<file path="src/rtl/alu_issue_stage_pkg.sv">
// Shared types for the ALU issue/result pipeline: bus and opcode types,
// stage payload structs and the opcode legality helper.
package alu_issue_stage_pkg;

  localparam int BUS_W     = 32;
  localparam int ALU_TAG_W = 5;

  typedef logic [BUS_W-1:0] bus_type;

  typedef enum logic [3:0] {
    ALU_AND  = 4'd0,
    ALU_OR   = 4'd1,
    ALU_XOR  = 4'd2,
    ALU_ADD  = 4'd3,
    ALU_SUB  = 4'd4,
    ALU_SLT  = 4'd5,
    ALU_SLTU = 4'd6,
    ALU_SLL  = 4'd7,
    ALU_SRL  = 4'd8,
    ALU_SRA  = 4'd9
  } alu_oper_type;

  typedef struct packed {
    bus_type                a;
    bus_type                b;
    alu_oper_type           sel;
    logic [ALU_TAG_W-1:0]   tag;
  } alu_issue_t;

  typedef struct packed {
    bus_type                s;
    logic                   zero;
    logic                   illegal;
    logic [ALU_TAG_W-1:0]   tag;
  } alu_result_t;

  function automatic logic is_legal_alu_op(alu_oper_type op);
    case (op)
      ALU_AND, ALU_OR, ALU_XOR, ALU_ADD, ALU_SUB,
      ALU_SLT, ALU_SLTU, ALU_SLL, ALU_SRL, ALU_SRA: return 1'b1;
      default: return 1'b0;
    endcase
  endfunction

endpackage

</file>
<file path="src/rtl/alu_issue_stage_if.sv">
// Upstream issue handshake, ALU operand/result wires and downstream result
// handshake of the ALU issue stage.
interface alu_issue_stage_if
  import alu_issue_stage_pkg::*;
#(
  parameter int TAG_W = ALU_TAG_W
) ();

  logic               in_valid;
  logic               in_ready;
  bus_type            in_a;
  bus_type            in_b;
  alu_oper_type       in_sel;
  logic [TAG_W-1:0]   in_tag;
  logic               in_fwd_a;
  logic               in_fwd_b;

  bus_type            alu_a;
  bus_type            alu_b;
  alu_oper_type       alu_sel;
  bus_type            alu_s;

  logic               out_valid;
  logic               out_ready;
  bus_type            out_s;
  logic               out_zero;
  logic [TAG_W-1:0]   out_tag;
  logic               out_illegal;

  modport master (
    output in_valid, in_a, in_b, in_sel, in_tag, in_fwd_a, in_fwd_b,
    output alu_s, out_ready,
    input  in_ready, alu_a, alu_b, alu_sel,
    input  out_valid, out_s, out_zero, out_tag, out_illegal
  );

  modport slave (
    input  in_valid, in_a, in_b, in_sel, in_tag, in_fwd_a, in_fwd_b,
    input  alu_s, out_ready,
    output in_ready, alu_a, alu_b, alu_sel,
    output out_valid, out_s, out_zero, out_tag, out_illegal
  );

endinterface

</file>
<file path="src/rtl/alu_issue_stage_pipe_reg.sv">
// Generic one-entry valid/ready register slice; payload only moves on a
// transfer so it holds stable under backpressure.
module alu_pipe_reg #(
  parameter int W = 8
) (
  input  logic         clk,
  input  logic         rst_n,
  input  logic         in_valid,
  output logic         in_ready,
  input  logic [W-1:0] in_data,
  output logic         out_valid,
  input  logic         out_ready,
  output logic [W-1:0] out_data
);

  logic         valid_d, valid_q;
  logic [W-1:0] data_d, data_q;

  always_comb begin
    in_ready = !valid_q || out_ready;
    valid_d  = valid_q;
    data_d   = data_q;
    if (in_ready) begin
      valid_d = in_valid;
      if (in_valid) data_d = in_data;
    end
  end

  always_ff @(posedge clk or negedge rst_n) begin
    if (!rst_n) begin
      valid_q <= 1'b0;
      data_q  <= '0;
    end else begin
      valid_q <= valid_d;
      data_q  <= data_d;
    end
  end

  assign out_valid = valid_q;
  assign out_data  = data_q;

endmodule

</file>
<file path="src/rtl/alu_issue_stage.sv">
// Two-stage execute pipeline around an external combinational ALU: issue
// register with operand forwarding, result register with zero/illegal flags.
module alu_issue_stage
  import alu_issue_stage_pkg::*;
#(
  parameter int TAG_W = ALU_TAG_W,
  parameter int CNT_W = 16
) (
  input  logic             clk,
  input  logic             rst_n,
  alu_issue_stage_if.slave bus,
  output logic [CNT_W-1:0] op_count
);

  alu_issue_t       s1_d, s1_q;
  alu_result_t      s2_d, s2_q;
  logic             s1_valid, s1_in_ready;
  logic             s2_valid, s2_in_ready;
  logic             s1_advance, retire;
  bus_type          fwd_val;
  bus_type          last_result_d, last_result_q;
  logic [CNT_W-1:0] op_count_d, op_count_q;

  assign s1_advance = s1_valid && s2_in_ready;
  assign retire     = s2_valid && bus.out_ready;

  // Result capture: illegal opcodes are squashed to zero before the flag compare.
  always_comb begin
    s2_d         = '0;
    s2_d.illegal = !is_legal_alu_op(s1_q.sel);
    s2_d.s       = s2_d.illegal ? '0 : bus.alu_s;
    s2_d.zero    = (s2_d.s == '0);
    s2_d.tag     = s1_q.tag;
  end

  // Forward the youngest older result; the producer in stage 1 forwards its
  // squashed value so a consumer sees exactly what that producer will retire.
  always_comb begin
    if (s1_advance)    fwd_val = s2_d.s;
    else if (s2_valid) fwd_val = s2_q.s;
    else               fwd_val = last_result_q;
  end

  always_comb begin
    s1_d     = '0;
    s1_d.a   = bus.in_fwd_a ? fwd_val : bus.in_a;
    s1_d.b   = bus.in_fwd_b ? fwd_val : bus.in_b;
    s1_d.sel = bus.in_sel;
    s1_d.tag = bus.in_tag;
  end

  always_comb begin
    last_result_d = last_result_q;
    op_count_d    = op_count_q;
    if (retire) begin
      last_result_d = s2_q.s;
      if (op_count_q != '1) op_count_d = op_count_q + CNT_W'(1);
    end
  end

  alu_pipe_reg #(.W($bits(alu_issue_t))) u_stage1 (
    .clk       (clk),
    .rst_n     (rst_n),
    .in_valid  (bus.in_valid),
    .in_ready  (s1_in_ready),
    .in_data   (s1_d),
    .out_valid (s1_valid),
    .out_ready (s2_in_ready),
    .out_data  (s1_q)
  );

  alu_pipe_reg #(.W($bits(alu_result_t))) u_stage2 (
    .clk       (clk),
    .rst_n     (rst_n),
    .in_valid  (s1_valid),
    .in_ready  (s2_in_ready),
    .in_data   (s2_d),
    .out_valid (s2_valid),
    .out_ready (bus.out_ready),
    .out_data  (s2_q)
  );

  always_ff @(posedge clk or negedge rst_n) begin
    if (!rst_n) begin
      last_result_q <= '0;
      op_count_q    <= '0;
    end else begin
      last_result_q <= last_result_d;
      op_count_q    <= op_count_d;
    end
  end

  assign bus.in_ready    = s1_in_ready;
  assign bus.alu_a       = s1_q.a;
  assign bus.alu_b       = s1_q.b;
  assign bus.alu_sel     = s1_q.sel;
  assign bus.out_valid   = s2_valid;
  assign bus.out_s       = s2_q.s;
  assign bus.out_zero    = s2_q.zero;
  assign bus.out_tag     = s2_q.tag;
  assign bus.out_illegal = s2_q.illegal;
  assign op_count        = op_count_q;

endmodule

</file>
<file path="src/flat_wrapper.sv">
// flat-port wrapper written by rule: the top's interface ports become plain ports
module alu_issue_stage_flat import alu_issue_stage_pkg::*;
#(
  parameter int TAG_W = ALU_TAG_W,
  parameter int CNT_W = 16
)
  (clk, rst_n, op_count, bus_in_valid, bus_in_a, bus_in_b, bus_in_sel, bus_in_tag, bus_in_fwd_a, bus_in_fwd_b, bus_alu_s, bus_out_ready, bus_in_ready, bus_alu_a, bus_alu_b, bus_alu_sel, bus_out_valid, bus_out_s, bus_out_zero, bus_out_tag, bus_out_illegal);
  alu_issue_stage_if #(.TAG_W(TAG_W)) bus_i ();
  input  logic clk;
  input  logic rst_n;
  output logic [CNT_W-1:0] op_count;
  input wire logic [$bits(bus_i.in_valid)-1:0] bus_in_valid;
  input wire logic [$bits(bus_i.in_a)-1:0] bus_in_a;
  input wire logic [$bits(bus_i.in_b)-1:0] bus_in_b;
  input wire logic [$bits(bus_i.in_sel)-1:0] bus_in_sel;
  input wire logic [$bits(bus_i.in_tag)-1:0] bus_in_tag;
  input wire logic [$bits(bus_i.in_fwd_a)-1:0] bus_in_fwd_a;
  input wire logic [$bits(bus_i.in_fwd_b)-1:0] bus_in_fwd_b;
  input wire logic [$bits(bus_i.alu_s)-1:0] bus_alu_s;
  input wire logic [$bits(bus_i.out_ready)-1:0] bus_out_ready;
  output wire logic [$bits(bus_i.in_ready)-1:0] bus_in_ready;
  output wire logic [$bits(bus_i.alu_a)-1:0] bus_alu_a;
  output wire logic [$bits(bus_i.alu_b)-1:0] bus_alu_b;
  output wire logic [$bits(bus_i.alu_sel)-1:0] bus_alu_sel;
  output wire logic [$bits(bus_i.out_valid)-1:0] bus_out_valid;
  output wire logic [$bits(bus_i.out_s)-1:0] bus_out_s;
  output wire logic [$bits(bus_i.out_zero)-1:0] bus_out_zero;
  output wire logic [$bits(bus_i.out_tag)-1:0] bus_out_tag;
  output wire logic [$bits(bus_i.out_illegal)-1:0] bus_out_illegal;
  assign bus_i.in_valid = bus_in_valid;
  assign bus_i.in_a = bus_in_a;
  assign bus_i.in_b = bus_in_b;
  assign bus_i.in_sel = bus_in_sel;
  assign bus_i.in_tag = bus_in_tag;
  assign bus_i.in_fwd_a = bus_in_fwd_a;
  assign bus_i.in_fwd_b = bus_in_fwd_b;
  assign bus_i.alu_s = bus_alu_s;
  assign bus_i.out_ready = bus_out_ready;
  assign bus_in_ready = bus_i.in_ready;
  assign bus_alu_a = bus_i.alu_a;
  assign bus_alu_b = bus_i.alu_b;
  assign bus_alu_sel = bus_i.alu_sel;
  assign bus_out_valid = bus_i.out_valid;
  assign bus_out_s = bus_i.out_s;
  assign bus_out_zero = bus_i.out_zero;
  assign bus_out_tag = bus_i.out_tag;
  assign bus_out_illegal = bus_i.out_illegal;
  alu_issue_stage #(.TAG_W(TAG_W), .CNT_W(CNT_W)) u_core (.clk(clk), .rst_n(rst_n), .bus(bus_i), .op_count(op_count));
endmodule
</file>
<file path="config.mk">
export PLATFORM = sky130hd
export DESIGN_NAME = alu_issue_stage_flat
export DESIGN_NICKNAME = d
export VERILOG_FILES = /design/src/rtl/alu_issue_stage_pkg.sv /design/src/rtl/alu_issue_stage_if.sv /design/src/rtl/alu_issue_stage_pipe_reg.sv /design/src/rtl/alu_issue_stage.sv /design/src/flat_wrapper.sv
export SDC_FILE = /design/constraint.sdc
export NUM_CORES = 1
export LEC_CHECK = 0
export BUFFER_PORTS_ARGS = -buffer_cell sky130_fd_sc_hd__buf_2
export CAP_MARGIN = 0
export CORE_MARGIN = 2
export CORE_UTILIZATION = 40
export DETAILED_ROUTE_END_ITERATION = 6
export MAX_ROUTING_LAYER = met4
export SYNTH_ARGS = -nofsm -noshare
export SYNTH_HDL_FRONTEND = slang
export SYNTH_HIERARCHICAL = 1
export SYNTH_SLANG_ARGS = --single-unit
</file>
<file path="constraint.sdc">
create_clock -name clk -period 5.6 [get_ports clk]
set_input_delay 0.28 -clock clk [delete_from_list [all_inputs] [get_ports clk]]
set_output_delay 0.28 -clock clk [all_outputs]
set_load 0.02 [all_outputs]
</file>
==> metrics.md <==
| Metric | Value |
|---|---|
| Hold endpoint | `u_core/u_stage1/out_data[8]` |
| Share of the synthesized area in the top cell type | `0.487` |
| R2R depth | `5` |
| Met2 usage | `0.307` |
| Fin. max-slew vios | `0` |
| Worst hold path startpoint | `bus_in_sel[3]` |
| DR WL/cell | `18.2 um` |
| First-pass GRT wire length | `between 30000 and 40000 um` |
| Worst Skew | `0.00950 ns` |
| Clock latency on the worst-skew pair | `around 0.4 ns` |
| Pin count of the biggest net entering global routing | `97` |
| Final Cycle Share | `0.450` |
| Post-route DRC | `0` |
| Biggest area consumer among synthesized cells | `dfrtp_1` |
| Shortest period the worst path allows | `2.52 ns` |
| Register area share after synthesis | `0.487` |
| Synth area leaders | `dfrtp_1, mux2_2, mux2_4` |
| Post-DRT Antenna Nets | `0` |
| Most frequent cells in the layout | `buf_2, dfrtp_1, mux2_2` |
| Met1 Use GR | `0.254` |
| Critical Path Fanout Max | `35` |
| Core area | `20300 um^2` |
| Total power | `4.15 mW` |
| Starting DRT DRC Count | `roughly 180` |
| Post-CTS Hold Fix Bufs | `1` |
| Die Area | `22000 um^2` |
| Placer Congestion | `about 0.77` |
| RSZ-0062 raised after global routing | `false` |
| Vias in the first global route | `5828` |
| Startpoint Class | `register` |
| Multi-input logic area | `4030 um^2` |
| Initial DRT Pass Iterations | `4` |
| Leakage | `just over 5 nW` |
| Power Dens Cells | `405 nW/um^2` |
| # rows | `52` |
| GR Overflow Total | `0` |
| Achievable Freq | `396 MHz` |
| Reg2reg setup slack | `3.08 ns` |
| Synthesized flop and latch total | `162` |
| Seq. cell area | `a little over 4000 um^2` |
| R2r endpoint | `u_core/op_count[14]` |
| CTS H-Tree Depth | `4` |
| R2R Path Start | `u_core/u_stage2/out_valid` |
| Fillcell total | `1876` |
| Overall Global Routing Usage | `0.193` |
| # port buffers | `235` |
| Synthesized area | `8320 um^2` |
| Top delay family on crit path | `simple AND/OR/NAND/NOR gates` |
| Synthesis Warnings | `6` |
| Crit path buf inv count | `1` |
| Slowest stage delay, CP | `0.82 ns` |
| Synth Instances | `about 620` |
| Critical Path RT | `5.91 ns` |
| Post-CTS setup buffer count | `0` |
| Number of setup violations in the final report | `0` |
| Io pins | `236` |
| Min-Delay Path Class | `in -> reg` |
| Vias per inst | `4.99` |
| Worst Tran Pin Value | `0.981 ns` |
| Most common cell after layout, fill and taps aside | `buf_2` |
| Ant diodes | `0` |
| Share of cells above drive strength 1 | `0.579` |
| WHS Path Cells | `2` |
| Post-synth net total | `731` |
| CP Class | `reg -> reg` |
| Clock sinks | `approximately 160` |
| Initial antenna violation count | `0` |
| Max-Cap Viols | `0` |
| Area delta synth->final | `23.3%` |
| Die X | `148 um` |
| Status | `complete, no violations` |
| Die Height | `between 100 and 150 um` |
| Fin Setup TNS | `0 ns` |
| Inserted Clock Buffers | `17` |
| Met3 usage | `0.0337` |
| Via count | `between 5000 and 6000` |
| Slowest CP cell | `nor4_1` |
| Critical Path End Type | `register` |
| Syn avg cell area | `approximately 13 um^2` |
| Gr busiest metal | `met2` |
| Worst vdd ir | `190 uV` |
| Post_cts resized | `0` |
| Synth unique cells | `36` |
| Slew headroom | `0.346` |
| Starting density of the core | `0.410` |
| Worst EP arrival | `2.83 ns` |
| Clock-pin slew on the worst setup and hold paths | `0.07 ns` |
| Critical path cell sequence | `buf_4, nand2_1, nor4_1, nand4_1, mux2_2` |
| Nets | `951` |
| CTS tree | `built` |
| HPWL after detailed placement | `13800 um` |
| Routed WL | `20400 um` |
| Clock buffer depth | `2` |
| CTS Root Cell | `clkbuf_16` |
| Hold Violations, Final | `0` |
## per-stage QoR
step / setup slack [ns] / util / cell area (um^2) / hold slack (ns) / cells
after floorplan: 3.65 / - / 8320 / -0.0156 / 619
after global placement: 3.03 / 0.476 / 9660 / 0.446 / 1089
after detailed placement: 3.04 / 0.476 / 9660 / 0.450 / 1089
after CTS: 3.06 / 0.505 / 10300 / 0.0692 / 1122
after global routing: 2.82 / 0.505 / 10300 / 0.0656 / 1122
final: 3.08 / 0.505 / 10300 / 0.0915 / 1122
## routing by layer
layer	vias to the layer above	wire length, um
met1	2778	9590
met4	0	310
met2	136	9740
met3	20	760
li1	2667	-
met5	-	0
## flip-flops by register name, indices dropped and copies added (netlist names)
name / cells
u_core/u_stage2/out_data: 39
u_core/u_stage2/out_valid: 1
u_core/u_stage1/out_data: 73
u_core/u_stage1/out_valid: 1
u_core/op_count: 16
u_core/last_result_q: 32
## where the power goes
group          total [mW]  internal, mW  switching (mW)
registers            1.66          1.46           0.199
logic                1.33         0.644           0.691
clock network        1.16         0.672           0.485
## final cells by class
cell class | count | area share
sequential | 162 | 0.396
multi-input combinational | 413 | 0.393
timing repair buffer | 242 | 0.121
clock buffer | 21 | 0.0439
tap | 270 | 0.0330
clock inverter | 11 | 0.0126
inverter | 3 | 0.00110
## how the worst max path moves through the flow
| stage | startpoint | end | slack [ns] | depth (start not counted) |
|---|---|---|---|---|
| final | u_core/u_stage2/out_valid | u_core/op_count[14] | 3.08 | 5 |
| after global routing | u_core/u_stage2/out_valid | u_core/op_count[14] | 2.82 | 5 |
| after CTS | u_core/u_stage2/out_valid | u_core/op_count[1] | 3.06 | 4 |
| after detailed placement | bus_out_ready | u_core/u_stage1/out_data[54] | 3.04 | 6 |
| after global placement | bus_out_ready | u_core/u_stage1/out_data[25] | 3.03 | 6 |
| after floorplan | u_core/op_count[0] | u_core/op_count[14] | 3.65 | 5 |
## cell usage after synthesis
master      n
buf_2       6
buf_1       8
mux2i_1    32
a21oi_1    67
o21ai_0     3
ha_1        1
o211ai_1    1
or4_1       1
o2111a_1    1
buf_4       1
nand2b_1    3
nor4_1      9
o21a_1      2
mux2_4     81
nand3_2     1
and2_1     33
dfrtp_1   162
nor3_1      1
xnor2_1     7
xor2_1      2
nor2_1      5
nand4_2     1
nand2_1     7
and2_4      1
nand2_4     1
nand2_2     1
clkbuf_1   17
and3_1      3
buf_6       8
inv_1       3
nand3b_1    1
nand4_1     9
mux2_2    131
buf_8       1
nand3_1     6
nand2b_4    2
## worst reg2reg max path: cells and delay by family, from the launching register on
family | cells | cell delay (ns)
buf+inv | 1 | 0.52
flops | 1 | 0.38
mux | 1 | 0.30
simple gates | 3 | 1.22
## cell families after synthesis
kind of cell	after synthesis	share of synthesized area
AND/OR/NAND/NOR	85	0.0635
AO/OA/AOI/OAI	74	0.0462
multiplexers	244	0.362
XOR/XNOR	9	0.00948
buffers and inverters	44	0.0298
adder cells (fa/ha/maj)	1	0.00150
flip-flops	162	0.487
Power figures use the tool's default switching activity.
